### src/rtl/fringe_counter_if.sv
// Bus bundle for fringe_counter: sample stream in, thresholds/clear in, position stream out.
interface fringe_counter_if #(
   parameter int W = 32
);
   logic [W/2-1:0] EF_lower_threshold;
   logic [W/2-1:0] EF_upper_threshold;
   logic           FC_clear;
   logic [15:0]    FC_error_count;
   logic           S_AXIS_tvalid;
   logic [W-1:0]   S_AXIS_tdata;
   logic           S_AXIS_tready;
   logic           M_AXIS_tvalid;
   logic [W-1:0]   M_AXIS_tdata;
   logic           M_AXIS_tready;

   modport master (
      output EF_lower_threshold, EF_upper_threshold, FC_clear,
      output S_AXIS_tvalid, S_AXIS_tdata, M_AXIS_tready,
      input  FC_error_count, S_AXIS_tready, M_AXIS_tvalid, M_AXIS_tdata
   );

   modport slave (
      input  EF_lower_threshold, EF_upper_threshold, FC_clear,
      input  S_AXIS_tvalid, S_AXIS_tdata, M_AXIS_tready,
      output FC_error_count, S_AXIS_tready, M_AXIS_tvalid, M_AXIS_tdata
   );
endinterface

### src/rtl/fringe_counter.sv
// Quadrature fringe counter: per-channel Schmitt trigger, Gray decoder, signed position stream.
// Define FRINGE_COUNTER_ERROR_COUNT_EN to enable the saturating illegal-transition counter.
module fringe_counter #(
   parameter int AXIS_TDATA_WIDTH = 32,
   parameter int COUNT_WIDTH      = 32
) (
   input  logic             aclk,
   input  logic             aresetn,
   fringe_counter_if.slave  bus
);
   localparam int W  = AXIS_TDATA_WIDTH;
   localparam int HW = W / 2;

   typedef enum logic {PRIME, TRACK} state_t;

   state_t                         state_reg, state_next;
   logic [1:0]                     bits_reg, bits_next;      // {b, a}
   logic signed [COUNT_WIDTH-1:0]  position_reg, position_next;
   logic                           m_valid_reg;
   logic [W-1:0]                   m_data_reg;
   logic [W-1:0]                   position_ext;

   logic                           s_ready;
   logic                           accept;
   logic                           thr_valid;
   logic [1:0]                     sample_bits;
   logic [1:0]                     fwd_bits, bwd_bits;
   logic signed [HW-1:0]           lower, upper;
   logic signed [HW-1:0]           chan [2];

   assign lower   = bus.EF_lower_threshold;
   assign upper   = bus.EF_upper_threshold;
   assign chan[0] = bus.S_AXIS_tdata[HW-1:0];
   assign chan[1] = bus.S_AXIS_tdata[W-1:HW];

   assign s_ready           = bus.M_AXIS_tready | ~m_valid_reg;
   assign accept            = bus.S_AXIS_tvalid & s_ready;
   assign thr_valid         = lower < upper;
   assign bus.S_AXIS_tready = s_ready;
   assign bus.M_AXIS_tvalid = m_valid_reg;
   assign bus.M_AXIS_tdata  = m_data_reg;

   // Invalid thresholds collapse both triggers to "hold".
   genvar gi;
   generate
      for (gi = 0; gi < 2; gi++) begin : g_schmitt
         assign sample_bits[gi] = !thr_valid        ? bits_reg[gi] :
                                  (chan[gi] > upper) ? 1'b1 :
                                  (chan[gi] < lower) ? 1'b0 : bits_reg[gi];
      end
   endgenerate

   // Gray order in {b,a}: 00 -> 01 -> 11 -> 10 -> 00 is forward (channel a leads).
   assign fwd_bits = {bits_reg[0], ~bits_reg[1]};
   assign bwd_bits = {~bits_reg[0], bits_reg[1]};

   always_ff @(posedge aclk or negedge aresetn) begin
      if (!aresetn) state_reg <= PRIME;
      else          state_reg <= state_next;
   end

   always_comb begin
      state_next = state_reg;
      if (bus.FC_clear)  state_next = accept ? TRACK : PRIME;
      else if (accept)   state_next = TRACK;
   end

   always_comb begin
      bits_next     = bits_reg;
      position_next = position_reg;
      if (bus.FC_clear) begin
         position_next = '0;
         if (accept) bits_next = sample_bits;
      end else if (accept) begin
         bits_next = sample_bits;
         if (state_reg == TRACK) begin
            if (sample_bits == fwd_bits)      position_next = position_reg + 1'b1;
            else if (sample_bits == bwd_bits) position_next = position_reg - 1'b1;
         end
      end
   end

   generate
      if (W > COUNT_WIDTH) begin : g_sext
         assign position_ext = {{(W-COUNT_WIDTH){position_next[COUNT_WIDTH-1]}}, position_next};
      end else begin : g_noext
         assign position_ext = position_next;
      end
   endgenerate

   always_ff @(posedge aclk or negedge aresetn) begin
      if (!aresetn) begin
         bits_reg     <= 2'b00;
         position_reg <= '0;
         m_valid_reg  <= 1'b0;
         m_data_reg   <= '0;
      end else begin
         bits_reg     <= bits_next;
         position_reg <= position_next;
         if (accept) begin
            m_valid_reg <= 1'b1;
            m_data_reg  <= position_ext;
         end else if (bus.M_AXIS_tready) begin
            m_valid_reg <= 1'b0;
         end
      end
   end

`ifdef FRINGE_COUNTER_ERROR_COUNT_EN
   logic        illegal;
   logic [15:0] err_reg;

   assign illegal = accept & ~bus.FC_clear & (state_reg == TRACK) &
                    ((sample_bits ^ bits_reg) == 2'b11);

   always_ff @(posedge aclk or negedge aresetn) begin
      if (!aresetn)                         err_reg <= '0;
      else if (bus.FC_clear)                err_reg <= '0;
      else if (illegal && err_reg != 16'hFFFF) err_reg <= err_reg + 16'd1;
   end

   assign bus.FC_error_count = err_reg;
`else
   assign bus.FC_error_count = 16'd0;
`endif
endmodule

### src/flat_wrapper.sv
// flat-port wrapper written by rule: the top's interface ports become plain ports
module fringe_counter_flat 
#(
   parameter int AXIS_TDATA_WIDTH = 32,
   parameter int COUNT_WIDTH      = 32
)
  (aclk, aresetn, bus_EF_lower_threshold, bus_EF_upper_threshold, bus_FC_clear, bus_S_AXIS_tvalid, bus_S_AXIS_tdata, bus_M_AXIS_tready, bus_FC_error_count, bus_S_AXIS_tready, bus_M_AXIS_tvalid, bus_M_AXIS_tdata);
  fringe_counter_if #(.W(32)) bus_i ();
  input  logic aclk;
  input  logic aresetn;
  input wire logic [$bits(bus_i.EF_lower_threshold)-1:0] bus_EF_lower_threshold;
  input wire logic [$bits(bus_i.EF_upper_threshold)-1:0] bus_EF_upper_threshold;
  input wire logic [$bits(bus_i.FC_clear)-1:0] bus_FC_clear;
  input wire logic [$bits(bus_i.S_AXIS_tvalid)-1:0] bus_S_AXIS_tvalid;
  input wire logic [$bits(bus_i.S_AXIS_tdata)-1:0] bus_S_AXIS_tdata;
  input wire logic [$bits(bus_i.M_AXIS_tready)-1:0] bus_M_AXIS_tready;
  output wire logic [$bits(bus_i.FC_error_count)-1:0] bus_FC_error_count;
  output wire logic [$bits(bus_i.S_AXIS_tready)-1:0] bus_S_AXIS_tready;
  output wire logic [$bits(bus_i.M_AXIS_tvalid)-1:0] bus_M_AXIS_tvalid;
  output wire logic [$bits(bus_i.M_AXIS_tdata)-1:0] bus_M_AXIS_tdata;
  assign bus_i.EF_lower_threshold = bus_EF_lower_threshold;
  assign bus_i.EF_upper_threshold = bus_EF_upper_threshold;
  assign bus_i.FC_clear = bus_FC_clear;
  assign bus_i.S_AXIS_tvalid = bus_S_AXIS_tvalid;
  assign bus_i.S_AXIS_tdata = bus_S_AXIS_tdata;
  assign bus_i.M_AXIS_tready = bus_M_AXIS_tready;
  assign bus_FC_error_count = bus_i.FC_error_count;
  assign bus_S_AXIS_tready = bus_i.S_AXIS_tready;
  assign bus_M_AXIS_tvalid = bus_i.M_AXIS_tvalid;
  assign bus_M_AXIS_tdata = bus_i.M_AXIS_tdata;
  fringe_counter #(.AXIS_TDATA_WIDTH(AXIS_TDATA_WIDTH), .COUNT_WIDTH(COUNT_WIDTH)) u_core (.aclk(aclk), .aresetn(aresetn), .bus(bus_i));
endmodule
### config.mk
export PLATFORM = sky130hd
export DESIGN_NAME = fringe_counter_flat
export DESIGN_NICKNAME = d
export VERILOG_FILES = /design/src/rtl/fringe_counter_if.sv /design/src/rtl/fringe_counter.sv /design/src/flat_wrapper.sv
export SDC_FILE = /design/constraint.sdc
export NUM_CORES = 1
export LEC_CHECK = 0
export BUFFER_PORTS_ARGS = -buffer_cell sky130_fd_sc_hd__buf_2
export CORE_ASPECT_RATIO = 1.5
export CORE_MARGIN = 2
export CORE_UTILIZATION = 59
export CTS_BUF_LIST = sky130_fd_sc_hd__clkbuf_4 sky130_fd_sc_hd__clkbuf_8
export CTS_CLUSTER_SIZE = 28
export DETAILED_ROUTE_END_ITERATION = 8
export PLACE_DENSITY = 0.88
export SETUP_SLACK_MARGIN = 0.3
export SYNTH_ARGS = -nofsm -noshare
export SYNTH_HDL_FRONTEND = slang
export SYNTH_SLANG_ARGS = --single-unit
### constraint.sdc
create_clock -name aclk -period 3.9 [get_ports aclk]
set_input_delay 0.195 -clock aclk [delete_from_list [all_inputs] [get_ports aclk]]
set_output_delay 0.195 -clock aclk [all_outputs]
set_load 0.02 [all_outputs]
==> results of run 1 <==
cell families after synthesis:
family | share of synthesized area
flops | 0.249
compound gates | 0.220
fa+ha+maj | 0.144
buf+inv | 0.0709
simple gates | 0.256
xor+xnor | 0.0333
other cells | 0.000548
mux | 0.0256
power by group through the flow:
stage / combinational [mW] / sequential (mW) / clock (mW)
floorplan: 1.15 / 1.02 / 0
global placement: 1.74 / 0.969 / 0
detailed placement: 1.78 / 0.973 / 0
CTS: 1.79 / 0.959 / 0.630
global route: 2.01 / 0.979 / 0.657
finish: 1.85 / 0.962 / 0.628
layout make-up:
| cell class | instances | area (µm²) | area share |
|---|---|---|---|
| Tap cell | 150 | 188 | 0.0239 |
| Timing Repair Buffer | 138 | 783 | 0.0999 |
| Clock buffer | 11 | 151 | 0.0193 |
| Multi-Input combinational cell | 671 | 4770 | 0.609 |
| Clock inverter | 5 | 58.8 | 0.00750 |
| Inverter | 48 | 180 | 0.0230 |
| Sequential cell | 68 | 1700 | 0.217 |
what timing repair did:
item / in CTS / in global routing
buffers inserted: 0 / 0
resized for setup: 1 / 11
pin swaps: 0 / 1
hold buffers: 1 / 0
setup endpoints to repair: 5 / 27
hold endpoints to repair: 25 / 0
worst register-to-register path, stage by stage, from the launching register on:
cell and delay, ps:
dfrtp_1 480, or4_1 610, nand4bb_2 390, nor4_4 220
and3_2 310, nand3_1 110, nor4_1 350, o22ai_2 260
o32ai_1 370, xnor2_1 180, nor2_1 60
through the flow:
| stage | cell area (µm²) | util |
|---|---|---|
| floorplan | 6900 | - |
| global placement | 7560 | 0.663 |
| detailed placement | 7560 | 0.663 |
| CTS | 7790 | 0.682 |
| global route | 7840 | 0.687 |
| finish | 7840 | 0.687 |
worst max path at each step:
stage / endpoint / slack (ps)
after detailed placement: u_core.bus.M_AXIS_tdata[17] / -110
after floorplan: u_core.bus.M_AXIS_tdata[17] / 580
after CTS: u_core.position_reg[31] / 310
final: u_core.position_reg[15] / 360
after global placement: u_core.bus.M_AXIS_tdata[17] / 50
after global routing: u_core.bus.M_AXIS_tdata[13] / 290
cell usage after synthesis (16+ instances only):
cell / instances
ha_1: 79
inv_1: 47
nor3_1: 29
nand3_1: 33
buf_4: 16
nor2_1: 61
clkbuf_1: 36
nand4_1: 25
dfrtp_1: 68
nand2_1: 86
o21ai_0: 22
a21oi_1: 31
and3_1: 26
layer usage:
layer,track usage,up-vias
met4,0.237,0
met2,0.588,342
li1,-,3315
met5,0,-
met3,0.0410,91
met1,0.350,3337
==> flow_summary.yaml, run 1 <==
run_status:
  status: "finished, final reports clean"
yosys:
  syn_area_um2: 6850
  synth_warnings: 0
  yosys.cell_types.count: 88
  synthFlopType: "dfrtp_1"
  yosys-top-cells-area: "dfrtp_1 (25%), ha_1 (14%), nand2_1 (4.7%), nor2_1 (3.3%), inv_1 (2.6%)"
  ys_seq_area_frac: 0.249
  ys_ff_latch: 68
  synth_edf_count: 0
  synth_cells: 833
  netlist.top_cell.by_area: "dfrtp_1"
  synth_top_area_frac: 0.249
  async_flop_share: 1.00
  syn_avg_cell_area_um2: 8.22
pwr:
  total_power_mw: 3.44
  p_comb_frac: 0.538
  ir_drop_mv: 0.176
  switching_power_mw: 1.55
  seqPwrFrac: 0.279
  internal_power_mw: 1.89
  clockPowerShare: 0.182
  p_sw_frac: 0.451
  p_per_area_nw_per_um2: 439
  p_leak_nw: 3.70
clocking:
  cts_max_level: 3
  path_clk_slew_ps: 80
  cts_buffers: 9
  clk_latency_ps: 360
  clockBufferDepth: 2
  cts.sinks: 68
  cts_root_buf: "clkbuf_8"
  cts_tree: "done"
cells_and_area:
  final_cells: 1091
  antennaDiodeCount: 0
  fin_nets: 1084
  layout_commonest_cell: "buf_2"
  layout_common_cells: "buf_2 (102), nand2_1 (85), ha_1 (79), dfrtp_1 (68), nor2_1 (61)"
  syn2layout_area_growth_pct: 14.5
  layout-drive-gt1-share: 0.203
  fillCellCount: 987
setup_path:
  endpoint_kind: "register"
  cpMaxStageDelayCell: "a2111oi_0"
  worst_r2r_path_depth: 10
  crit_start: "bus_EF_upper_threshold[7]"
  reg2reg_slack_ps: 450
  path_class: "in -> reg"
  cp.arrival_ps: 3830
  crit_buf_inv: 2
  crit_fanout: 8
  worstPathCellList: "buf_2 > inv_1 > ha_1 > and3_1 > a221oi_4 > o32a_2 > a21oi_2 > o221a_4 > or4_1 > a211o_2 > a2111oi_0 > o21bai_1"
  crit_cells: 12
  cpPeakStageDelay_ps: 570
  worst-endpoint-required_ps: 4200
  crit_family: "compound AO/OA/AOI/OAI gates"
  regToRegStartpoint: "u_core.position_reg[2]"
  reg2reg_to: "u_core.position_reg[21]"
  critPathLaunchType: "primary input"
floorplanning:
  die_h_um: 136
  die_x_um: 92.0
  initial_utilization: 0.600
  io_pins: 119
  num_rows: 48
  die-area_um2: 12500
  core_area_um2: 11400
sta:
  relSlewSlack: 0.503
  fmax_mhz: 283
  fin_hold_ws_ps: 84.6
  period_share: 0.907
  maxSlewViolCount: 0
  rsz0062_at_grt: "no"
  final.min_clock_period_ps: 3540
  timing.final.hold_violations: 0
  final.setup.tns_ps: 0
  final.setup_skew_ps: 13.3
  setup_viol: 0
  fin_ws_ps: 363
  tightest_slew_ps: 745
placed_design:
  dp_slack_ps: -106
  dp.cells: 1074
  place_congestion: 0.970
  portBuffers: 102
  detailed_place_hpwl_um: 15600
min_path:
  min_path_type: "in -> reg"
  hold_end: "u_core.bus.M_AXIS_tvalid"
  min_from: "bus_S_AXIS_tvalid"
  min_delay_path_depth: 2
detailed_routing:
  ant_nets: 0
  avgViaCountPerCell: 6.49
  drc: 0
  routed.top_layer: "met4"
  wl_met3_um: 1140
  met1_length_um: 7250
  vias: 7085
  drt-total-wl_um: 20300
  wl_met2_um: 10600
  dr.first_iter.drc_count: 618
  dr.pass1.iters: 7
  wl_per_cell_um: 18.6
run:
  drv_cap: 0
global_routing:
  grt-ovfl-total: 0
  antenna_found_initial: 0
  grt_max_degree: 65
  grt_pass1_vias: 6891
  grt_pass1_wl_um: 33000
  grtUsageTotal: 0.327
(Power assumes the default switching activity.)
==> inputs of run 2 (changes only) <==
--- a/config.mk
+++ b/config.mk
@@ -7,10 +7,9 @@
 export LEC_CHECK = 0
 export BUFFER_PORTS_ARGS = -buffer_cell sky130_fd_sc_hd__buf_2
 export CORE_ASPECT_RATIO = 1.5
-export CORE_MARGIN = 2
+export CORE_MARGIN = 5
 export CORE_UTILIZATION = 59
 export CTS_BUF_LIST = sky130_fd_sc_hd__clkbuf_4 sky130_fd_sc_hd__clkbuf_8
-export CTS_CLUSTER_SIZE = 28
 export DETAILED_ROUTE_END_ITERATION = 8
 export PLACE_DENSITY = 0.88
 export SETUP_SLACK_MARGIN = 0.3
==> run 2 against run 1 <==
Compared with the run above: register-to-register slack got worse by 80 ps; final cell count decreased by 0.18%; global-route usage decreased by 3.7 points; die area increased by 11%; power increased by 0.55%; hold slack got worse by 68 ps; count of clock-buffer cells in the layout decreased by 2; non-clock buffer count decreased by 2; sequential share of layout area increased by 0.080 points; critical endpoint is now u_core.bus.M_AXIS_tdata[31]; largest cell class unchanged.
==> flow_summary.yaml, run 2 (same netlist as run 1, synthesis figures left out) <==
sta:
  final.setup.tns_ps: 0
  period_share: 0.905
  tightest_slew_ps: 1020
  maxSlewViolCount: 0
  setup_viol: 0
  fmax_mhz: 283
  relSlewSlack: 0.323
  fin_ws_ps: 371
  rsz0062_at_grt: "yes"
  final.setup_skew_ps: 15.2
  final.min_clock_period_ps: 3530
  timing.final.hold_violations: 0
clocking:
  cts_tree: "done"
  clk_latency_ps: 360
  cts.sinks: 68
  clockBufferDepth: 2
  post_cts_buffers: 0
  path_clk_slew_ps: 80
  cts_hold_buf: 0
  cts_max_level: 3
  cts_buffers: 9
  cts_root_buf: "clkbuf_8"
setup_path:
  worst_r2r_path_depth: 12
  critPathLaunchType: "register"
  endpoint_kind: "register"
  worstPathCellList: "or4_1 > nand4bb_2 > nor4_4 > and3_2 > nand3_1 > nor4_2 > o22ai_1 > buf_4 > o22ai_1 > buf_4 > mux2i_1 > nand3_1"
  worst-endpoint-required_ps: 4140
  cpMaxStageDelayCell: "or4_1"
  path_class: "reg -> reg"
  cp.arrival_ps: 3770
  cpPeakStageDelay_ps: 630
  crit_fanout: 10
detailed_routing:
  drc: 0
  ant_nets: 0
  avgViaCountPerCell: 6.51
  vias: 7094
  drt-total-wl_um: 20600
  dr.pass1.iters: 5
  dr.first_iter.drc_count: 543
  wl_per_cell_um: 19.0
global_routing:
  antenna_found_initial: 0
  grt_max_degree: 65
  grt_pass1_wl_um: 33000
  grtUsageTotal: 0.290
  grt-ovfl-total: 0
  grt_pass1_vias: 7094
placed_design:
  dp_slack_ps: 83.6
  detailed_place_hpwl_um: 15800
  place_congestion: 1.01
  portBuffers: 102
floorplanning:
  die_h_um: 142
  die_x_um: 98.0
  io_pins: 119
  core_area_um2: 11500
  initial_utilization: 0.597
  die-area_um2: 13900
  num_rows: 48
cells_and_area:
  layout_commonest_cell: "buf_2"
  syn2layout_area_growth_pct: 14.1
  fin_nets: 1082
  regArea_um2: 1700
  finalCoreUtilization: 0.681
  antennaDiodeCount: 0
  multi_input_area_um2: 4750
  fillCellCount: 990
  layout_common_cells: "buf_2 (102), nand2_1 (85), ha_1 (79), dfrtp_1 (68), nor2_1 (61)"
  layout-drive-gt1-share: 0.198
pwr:
  p_leak_nw: 3.69
  p_per_area_nw_per_um2: 443
  ir_drop_mv: 0.202
run_status:
  status: "finished, final reports clean"
run:
  drv_cap: 0
min_path:
  min_path_type: "in -> async"
run 2: changes by cell type in the layout (fill, tap and decap cells not counted), moves of 2 or more:
cell / previous run / this run
o22ai_2: 2 / 0
o22ai_1: 8 / 10
clkinv_4: 0 / 2
clkbuf_8: 11 / 9
run 2: timing repair:
item,4_1_cts,5_1_grt
endpoints found under the setup margin,0,13
gates resized for setup,0,8
hold endpoints to repair,0,0
run 2: worst paths after layout:
check	to	slack, ps	from
max reg2reg	u_core.bus.M_AXIS_tdata[31]	370	u_core.position_reg[2]
max in group asynchronous	u_core.position_reg[15]	2960	aresetn
max	u_core.bus.M_AXIS_tdata[31]	370	u_core.position_reg[2]
min in group aclk	u_core.bus.M_AXIS_tvalid	90	bus_S_AXIS_tvalid
min	u_core.bus.M_AXIS_tdata[24]	20	aresetn
min reg2reg	u_core.bus.M_AXIS_tdata[3]	480	u_core.bus.M_AXIS_tdata[3]
run 2: routing by layer:
metal  part of all wire  GRT usage
met1               0.35      0.295
met2               0.52      0.535
met3              0.067     0.0476
met4              0.067      0.202
met5                  0          0
run 2: critical path, delay by kind of cell (launching register included):
family | cells | cell delay, ps
DFF | 1 | 490
AOI/OAI and AO/OA | 2 | 430
and+or+nand+nor | 7 | 1960
buffers and inverters | 2 | 380
muxes | 1 | 160
run 2: layout make-up:
class,count,area share
Multi-Input combinational cell,671,0.608
Sequential cell,68,0.218
Timing Repair Buffer,136,0.0981
Tap cell,150,0.0240
Inverter,48,0.0231
Clock buffer,9,0.0159
Clock inverter,7,0.0127
run 2: metrics by stage:
stage	std cells	hold WS (ps)	cell area (µm²)	power, mW
after floorplan	848	-101	6900	2.17
after global placement	1073	411	7550	2.71
after detailed placement	1073	417	7550	2.75
after CTS	1089	34.1	7780	3.42
after global routing	1089	86.7	7810	3.67
final	1089	16.6	7810	3.46
run 2: power breakdown:
| part | switching, mW | internal (mW) |
|---|---|---|
| sequential | 0.143 | 0.828 |
| clock | 0.300 | 0.363 |
| combinational | 1.10 | 0.725 |
| total | 1.54 | 1.92 |
==> inputs of run 3 (changes only) <==
--- a/config.mk
+++ b/config.mk
@@ -6,6 +6,7 @@
 export NUM_CORES = 1
 export LEC_CHECK = 0
 export BUFFER_PORTS_ARGS = -buffer_cell sky130_fd_sc_hd__buf_2
+export CAP_MARGIN = 30
 export CORE_ASPECT_RATIO = 1.5
 export CORE_MARGIN = 5
 export CORE_UTILIZATION = 59
==> constraint.sdc (replaced) <==
create_clock -name aclk -period 3.65 [get_ports aclk]
set_input_delay 0.1825 -clock aclk [delete_from_list [all_inputs] [get_ports aclk]]
set_output_delay 0.1825 -clock aclk [all_outputs]
set_load 0.02 [all_outputs]
==> run 3 against run 2 <==
Compared with the run above: wire length up 0.40%; sequential power up 5%; flip-flop and latch count unchanged; combinational power grew 17%; die area did not move; clock power increased by 6.9%; final cell count grew 3.6%; register-to-register slack improved by 50 ps; highest routed layer unchanged.
==> flow_summary.yaml, run 3 (same netlist as run 1, synthesis figures left out) <==
run_status:
  status: "finished, final reports clean"
cells_and_area:
  antennaDiodeCount: 0
  final_area_um2: 8190
  layout-drive-gt1-share: 0.237
  layout_commonest_cell: "buf_2"
  layout_common_cells: "buf_2 (102), nand2_1 (85), ha_1 (79), buf_4 (71), dfrtp_1 (68)"
  fillCellCount: 899
  multi_input_area_um2: 4820
  fin_nets: 1121
  regArea_um2: 1700
  final_cells: 1128
  syn2layout_area_growth_pct: 19.6
floorplanning:
  io_pins: 119
  die_x_um: 98.0
  num_rows: 48
  core_area_um2: 11500
  die_h_um: 142
  die-area_um2: 13900
  initial_utilization: 0.597
sta:
  relSlewSlack: 0.556
  fmax_mhz: 306
  timing.final.hold_violations: 0
  final.setup_skew_ps: 13.7
  setup_viol: 0
  final.min_clock_period_ps: 3270
  tightest_slew_ps: 662
  maxSlewViolCount: 0
  rsz0062_at_grt: "yes"
  fin_hold_ws_ps: 50.8
  period_share: 0.895
clocking:
  cts_buffers: 9
  cts_max_level: 3
  clk_latency_ps: 370
  path_clk_slew_ps: 80
  cts.sinks: 68
  post_cts_buffers: 0
  cts_root_buf: "clkbuf_8"
  clockBufferDepth: 2
  cts_tree: "done"
placed_design:
  dp.cells: 1111
  detailed_place_hpwl_um: 16100
  placed_area_um2: 7850
  portBuffers: 102
  place_congestion: 0.942
pwr:
  p_per_area_nw_per_um2: 474
  total_power_mw: 3.88
  p_leak_nw: 3.90
  ir_drop_mv: 0.191
setup_path:
  cp.arrival_ps: 3530
  cpPeakStageDelay_ps: 520
  worst-endpoint-required_ps: 3910
  cpMaxStageDelayCell: "or4_1"
  path_class: "in -> reg"
  critPathLaunchType: "primary input"
  worstPathCellList: "buf_2 > inv_1 > ha_1 > and4_1 > nand4_1 > o32a_2 > and3_4 > o221a_4 > or4_1 > a211o_2 > o22ai_2 > nand2_1 > mux2_1"
  endpoint_kind: "register"
  crit_fanout: 11
run:
  drv_cap: 0
detailed_routing:
  dr.pass1.iters: 5
  wl_per_cell_um: 18.4
  dr.first_iter.drc_count: 511
  drc: 0
  vias: 7221
  avgViaCountPerCell: 6.40
  drt-total-wl_um: 20700
  ant_nets: 0
global_routing:
  grtUsageTotal: 0.297
  grt_pass1_wl_um: 33800
  antenna_found_initial: 0
  grt_pass1_vias: 7323
  grt_max_degree: 65
  grt-ovfl-total: 0
min_path:
  min_path_type: "in -> reg"
## run 3: cell types whose count changed in the layout (fill, tap and decap cells not counted), moves of 2 or more
cell       previous run  this run
a2111oi_0             2         0
a2111oi_2             3         5
buf_4                34        71
o221ai_1              3         1
o221ai_2              0         2
## run 3: timing repair
| action | CTS | global route |
|---|---|---|
| hold buffers | 1 | 0 |
| setup endpoints to repair | 1 | 28 |
| pin swaps | 0 | 0 |
| endpoints found under the hold margin | 16 | 0 |
| gates resized for setup | 1 | 20 |
## run 3: final cells by class
class	count	share of cell area
multi-input combinational	671	0.589
sequential	68	0.208
tap	150	0.0229
clock inverter	7	0.0121
inverter	48	0.0220
clock buffer	9	0.0151
timing repair buffer	175	0.131
## run 3: final timing paths
kind / depth (start not counted) / to / slack (ps) / startpoint
setup reg to reg: 12 / u_core.position_reg[23] / 420 / u_core.position_reg[4]
hold reg to reg: 2 / u_core.bus.M_AXIS_tdata[18] / 470 / u_core.bus.M_AXIS_tdata[18]
max in group asynchronous: 3 / u_core.position_reg[8] / 2380 / aresetn
hold / removal: 2 / u_core.bus.M_AXIS_tvalid / 50 / bus_S_AXIS_tvalid
setup / recovery: 13 / u_core.position_reg[31] / 380 / bus_EF_upper_threshold[11]
min in group asynchronous: 2 / u_core.bus.M_AXIS_tdata[22] / 260 / aresetn
## run 3: critical path: cells and delay by family
family | cells | cell delay [ps]
multiplexers | 1 | 320
buffers and inverters | 2 | 110
adder cells (fa/ha/maj) | 1 | 300
AO/OA/AOI/OAI | 4 | 1390
AND/OR/NAND/NOR | 5 | 1220
## run 3: stage by stage
step                 util  worst slack, ps  setup TNS, ps
finish              0.714              382              0
global route        0.714              248              0
CTS                 0.705              302              0
detailed placement  0.684             -102           -225
global placement    0.684            -92.6           -181
floorplan               -              346              0
## run 3: layer usage
metal | global-route usage | routed length (µm) | up-vias
met2 | 0.551 | 10900 | 379
met5 | 0 | 0 | -
met3 | 0.0584 | 1430 | 111
li1 | - | - | 3376
met1 | 0.302 | 7090 | 3355
met4 | 0.189 | 1360 | 0
## run 3: where the power goes
part / internal [mW] / switching, mW / total [mW]
logic: 0.899 / 1.24 / 2.14
registers: 0.885 / 0.139 / 1.02
clock network: 0.388 / 0.321 / 0.709
